[config.mk]
export PLATFORM = sky130hd
export DESIGN_NAME = if_fetch_unit
export DESIGN_NICKNAME = d
export VERILOG_FILES = /design/src/rtl/if_fetch_unit.sv
export SDC_FILE = /design/constraint.sdc
export NUM_CORES = 1
export LEC_CHECK = 0
export CORE_MARGIN = 10
export CORE_UTILIZATION = 45
export CTS_CLUSTER_SIZE = 24
export DETAILED_ROUTE_END_ITERATION = 7
export PLACE_DENSITY = 0.89
export SETUP_SLACK_MARGIN = 0.5
export SLEW_MARGIN = 20
export SYNTH_ARGS = -nofsm -noshare
export SYNTH_HDL_FRONTEND = slang
export SYNTH_SLANG_ARGS = --single-unit
[constraint.sdc]
create_clock -name clk -period 6.7 [get_ports clk]
set_clock_uncertainty 0.15 [all_clocks]
set_input_delay 1.34 -clock clk [delete_from_list [all_inputs] [get_ports clk]]
set_output_delay 1.34 -clock clk [all_outputs]
set_load 0.01 [all_outputs]
[src/rtl/if_fetch_unit.sv]
// Instruction-fetch stage: owns the PC, issues one aligned doubleword fetch per PC,
// and presents the selected 32-bit instruction to IF/ID once the response arrives.
module if_fetch_unit #(
  parameter logic [63:0] RESET_PC = 64'h0000_0000_8000_0000,
  parameter logic [31:0] NOP_INST = 32'h0000_0013
) (
  input  logic        clk,
  input  logic        rst,
  input  logic [1:0]  pc_stall,
  input  logic        control_transfer_i,
  input  logic [63:0] control_target_pc_i,
  input  logic        exception_transfer_i,
  input  logic [63:0] exception_target_pc_i,
  output logic        if_stall_req,
  output logic        if_req_valid,
  output logic [63:0] if_req_addr,
  input  logic        if_req_ready,
  input  logic        if_resp_valid,
  input  logic [63:0] if_resp_data,
  input  logic        if_resp_err,
  output logic [63:0] if_pc_o,
  output logic [31:0] if_inst_o,
  output logic        if_inst_valid_o,
  output logic        if_misalign_o,
  output logic        if_access_fault_o
);

  localparam logic [1:0] STALL_NEXT = 2'b00;

  typedef enum logic [1:0] {
    S_IDLE,
    S_REQ,
    S_WAIT,
    S_DONE
  } state_e;

  state_e      state_q, state_d;
  logic [63:0] pc_q, pc_d;
  logic [31:0] inst_q, inst_d;
  logic        misalign_q, misalign_d;
  logic        fault_q, fault_d;
  logic [63:0] next_pc;
  logic        pc_misaligned;

  assign pc_misaligned = (pc_q[1:0] != 2'b00);

  always_ff @(posedge clk or posedge rst) begin
    if (rst) begin
      state_q    <= S_IDLE;
      pc_q       <= RESET_PC;
      inst_q     <= NOP_INST;
      misalign_q <= 1'b0;
      fault_q    <= 1'b0;
    end else begin
      state_q    <= state_d;
      pc_q       <= pc_d;
      inst_q     <= inst_d;
      misalign_q <= misalign_d;
      fault_q    <= fault_d;
    end
  end

  // Exception redirect outranks a branch/jump redirect.
  always_comb begin
    if (exception_transfer_i) begin
      next_pc = exception_target_pc_i;
    end else if (control_transfer_i) begin
      next_pc = control_target_pc_i;
    end else begin
      next_pc = pc_q + 64'd4;
    end
  end

  always_comb begin
    state_d    = state_q;
    pc_d       = pc_q;
    inst_d     = inst_q;
    misalign_d = misalign_q;
    fault_d    = fault_q;
    case (state_q)
      S_IDLE: state_d = S_REQ;
      S_REQ: begin
        if (pc_misaligned) begin
          state_d    = S_DONE;
          misalign_d = 1'b1;
          inst_d     = NOP_INST;
        end else if (if_req_ready) begin
          state_d = S_WAIT;
        end
      end
      S_WAIT: begin
        if (if_resp_valid) begin
          state_d = S_DONE;
          fault_d = if_resp_err;
          if (if_resp_err) begin
            inst_d = NOP_INST;
          end else if (pc_q[2]) begin
            inst_d = if_resp_data[63:32];
          end else begin
            inst_d = if_resp_data[31:0];
          end
        end
      end
      S_DONE: begin
        if (pc_stall == STALL_NEXT) begin
          state_d    = S_REQ;
          pc_d       = next_pc;
          inst_d     = NOP_INST;
          misalign_d = 1'b0;
          fault_d    = 1'b0;
        end
      end
      default: state_d = S_IDLE;
    endcase
  end

  always_comb begin
    if_stall_req      = (state_q != S_DONE);
    if_req_valid      = (state_q == S_REQ) && !pc_misaligned;
    if_req_addr       = {pc_q[63:3], 3'b000};
    if_pc_o           = pc_q;
    if_inst_o         = (state_q == S_DONE) ? inst_q : NOP_INST;
    if_inst_valid_o   = (state_q == S_DONE) && !misalign_q && !fault_q;
    if_misalign_o     = misalign_q;
    if_access_fault_o = fault_q;
  end

endmodule

==> impl_metrics.env <==
export IMPL_status="finished clean"
export IMPL_rr_startpoint="if_pc_o[2]"
export IMPL_regArea_um2=2510
export IMPL_syn_inst=932
export IMPL_num_fill_cells=1343
export IMPL_die_x_um=150
export IMPL_fin_area_um2=11100
export IMPL_cp_required_ns=6.80
export IMPL_drc=0
export IMPL_fin_total_pwr_uw=4150
export IMPL_crit_path_end_kind="flip-flop"
export IMPL_worst_path_max_fanout=43
export IMPL_powerDensity_nw_per_um2=373
export IMPL_syn_area_um2=7560
export IMPL_crit_slowest_cell="dfrtp_2"
export IMPL_tns_ns=0
export IMPL_finalSetupViolations=0
export IMPL_clockBufferDepth=2
export IMPL_fin_crit_ns=4.00
export IMPL_grt_first_pass_wirelength_um=47200
export IMPL_hp_start="inst_q[28]"
export IMPL_post_route_period_util=0.596
export IMPL_track_usage=0.265
export IMPL_ys_async_sr_fraction=1.00
export IMPL_yosys_warnings=0
export IMPL_synth_distinct_cells=64
export IMPL_leakage_uw=0.00417
export IMPL_fmax_mhz=250
export IMPL_num_rows=47
export IMPL_multi_input_area_um2=4220
export IMPL_drt_iter0_drc=1057
export IMPL_die_area_um2=22400
export IMPL_rsz0062_at_grt="false"
export IMPL_finalHoldViolCount=0
export IMPL_placed_area_um2=10800
export IMPL_cts_resized=0
export IMPL_vias_per_cell=6.06
export IMPL_totalWireLength_um=31300
export IMPL_gp_congestion=0.959
export IMPL_ant_nets=0
export IMPL_worst_setup_path_type="reg2reg"
export IMPL_startpoint="if_pc_o[2]"
export IMPL_final_nets=1382
export IMPL_path_cells="ha_1 > nand4_1 > or4_1 > nor4_1 > a31oi_1 > a21bo_2"
export IMPL_maxCapViolCount=0
export IMPL_core_area_um2=16500
export IMPL_io_buffer_count=362
export IMPL_area_growth_pct=47.1
export IMPL_ys_seq_area_frac=0.332
export IMPL_drtPass1Iterations=6
export IMPL_grt_pass1_vias=8295
export IMPL_cts_root_buf="clkbuf_16"
export IMPL_start_kind="flip-flop"
export IMPL_path_buf_inv=0
export IMPL_critPathMaxStageDelay_ns=1.09
export IMPL_ys_flop_type="dfrtp_1"
export IMPL_cts_tree="yes"
export IMPL_grt_max_degree=74
export IMPL_ys_ff_latch=100
export IMPL_clock_sinks=100
export IMPL_numCtsBuffers=9
export IMPL_initial_core_util=0.457
export IMPL_synth_edff_count=0
export IMPL_avgSynthCellArea_um2=8.11
export IMPL_stdcell_count=1402
export IMPL_dp_hpwl_um=23700
export IMPL_clk_pin_slew_ns=0.07
export IMPL_cp_arrival_ns=4.09
export IMPL_drive_gt1_frac=0.0517
export IMPL_via_count=8495
export IMPL_max_slew_margin=0.150
export IMPL_h_tree_depth=3
export IMPL_hold_path_class="reg2reg"
export IMPL_worstSkewPairLatency_ns=0.35
export IMPL_ctsHoldBuffers=0
export IMPL_dp_cells=1385
export IMPL_worst_pin_slew_ns=1.26
export IMPL_whs_ns=0.320
export IMPL_ir_drop_mv=0.270
export IMPL_critPathTopFamily="simple AND/OR/NAND/NOR gates"
export IMPL_antenna_found_initial=1
export IMPL_pin_count=366
export IMPL_drt_wirelength_per_cell_um=22.4
export IMPL_post_cts_buffers=0
export IMPL_die_y_um=150
export IMPL_overflow=0
export IMPL_drv_slew=0
## path summary, 6_finish.rpt
| kind | end | slack [ns] | depth (start not counted) |
|---|---|---|---|
| max in group asynchronous | if_pc_o[2] | 3.89 | 3 |
| setup / recovery | if_pc_o[44] | 2.70 | 6 |
| hold reg to reg | inst_q[28] | 0.32 | 2 |
| min in group asynchronous | inst_q[20] | 1.25 | 2 |
| hold / removal | inst_q[28] | 0.32 | 2 |
| setup reg to reg | if_pc_o[44] | 2.70 | 6 |
## per-stage QoR
step	worst slack [ns]	utilization
CTS	2.47	0.673
global placement	2.59	0.652
detailed placement	2.56	0.654
global route	2.63	0.673
floorplan	2.60	-
finish	2.70	0.673
## final cells by class
cell class | instances | share of cell area
sequential | 100 | 0.226
tap | 220 | 0.0247
clock buffer | 14 | 0.0228
multi-input combinational | 673 | 0.379
clock inverter | 2 | 0.00540
timing repair buffer | 375 | 0.336
inverter | 17 | 0.00596
antenna | 1 | 0.000225
## flip-flops by register name, indices dropped and copies added, names as in the netlist
register	flops
if_pc_o	64
inst_q	32
state_q	2
if_access_fault_o	1
if_misalign_o	1
## power breakdown
part	internal, µW	switching (µW)	total [µW]
Combinational	1140	998	2140
Sequential	875	561	1440
Clock	339	233	572
Total	2350	1790	4150
## cells in the final DEF (no fill, tap or decap), drive strengths merged, types with 32 or more instances in the layout
cell type / instances
nand2: 97
dfrtp: 96
a22oi: 39
o31ai: 33
a21oi: 35
nor2: 39
mux2i: 34
nor4: 32
and2: 34
nand3: 37
nand4: 35
clkdlybuf4s50: 361
o21ai: 80
## metal layers
metal / GRT usage / routed length [µm] / up-vias
met2: 0.455 / 15900 / 492
met3: 0.0637 / 3020 / 64
met1: 0.327 / 11800 / 4024
met4: 0.0677 / 652 / 0
li1: - / - / 3915
met5: 0 / 0 / -
## logic make-up after synthesis
group                    count (synthesis)  share of synthesized area
adder cells (fa/ha/maj)                  5                    0.00828
flip-flops                             100                      0.332
AO/OA/AOI/OAI                          282                      0.254
AND/OR/NAND/NOR                        345                      0.240
multiplexers                            38                     0.0510
other                                    1                   0.000496
buffers and inverters                  161                      0.114
## Yosys cell counts (5+ instances only)
| master | count | area share |
|---|---|---|
| ha_1 | 5 | 0.0083 |
| and2_1 | 34 | 0.028 |
| a21o_1 | 5 | 0.0050 |
| nor3_1 | 29 | 0.019 |
| o31a_1 | 7 | 0.0081 |
| a22oi_1 | 39 | 0.039 |
| dfrtp_1 | 96 | 0.32 |
| nor4_1 | 30 | 0.025 |
| or4_1 | 5 | 0.0050 |
| o31ai_1 | 32 | 0.032 |
| mux2i_1 | 34 | 0.045 |
| a22o_1 | 15 | 0.017 |
| o22ai_1 | 7 | 0.0058 |
| nand2_1 | 97 | 0.048 |
| buf_4 | 64 | 0.064 |
| a221oi_1 | 5 | 0.0058 |
| a31oi_1 | 10 | 0.0083 |
| or3_1 | 10 | 0.0083 |
| o211ai_1 | 8 | 0.0079 |
| a21oi_1 | 35 | 0.023 |
| o2bb2ai_1 | 6 | 0.0070 |
| inv_1 | 17 | 0.0084 |
| nand4_1 | 33 | 0.027 |
| o21ai_0 | 80 | 0.053 |
| buf_1 | 11 | 0.0055 |
| clkbuf_1 | 63 | 0.031 |
| nor2_1 | 39 | 0.019 |
| nand3_1 | 37 | 0.024 |
## worst min-delay path: cells and delay by family (launching register included)
family	cells	cell delay, ns
flops	1	0.34
compound gates	1	0.05
simple gates	1	0.05
(Power assumes the default switching activity.)
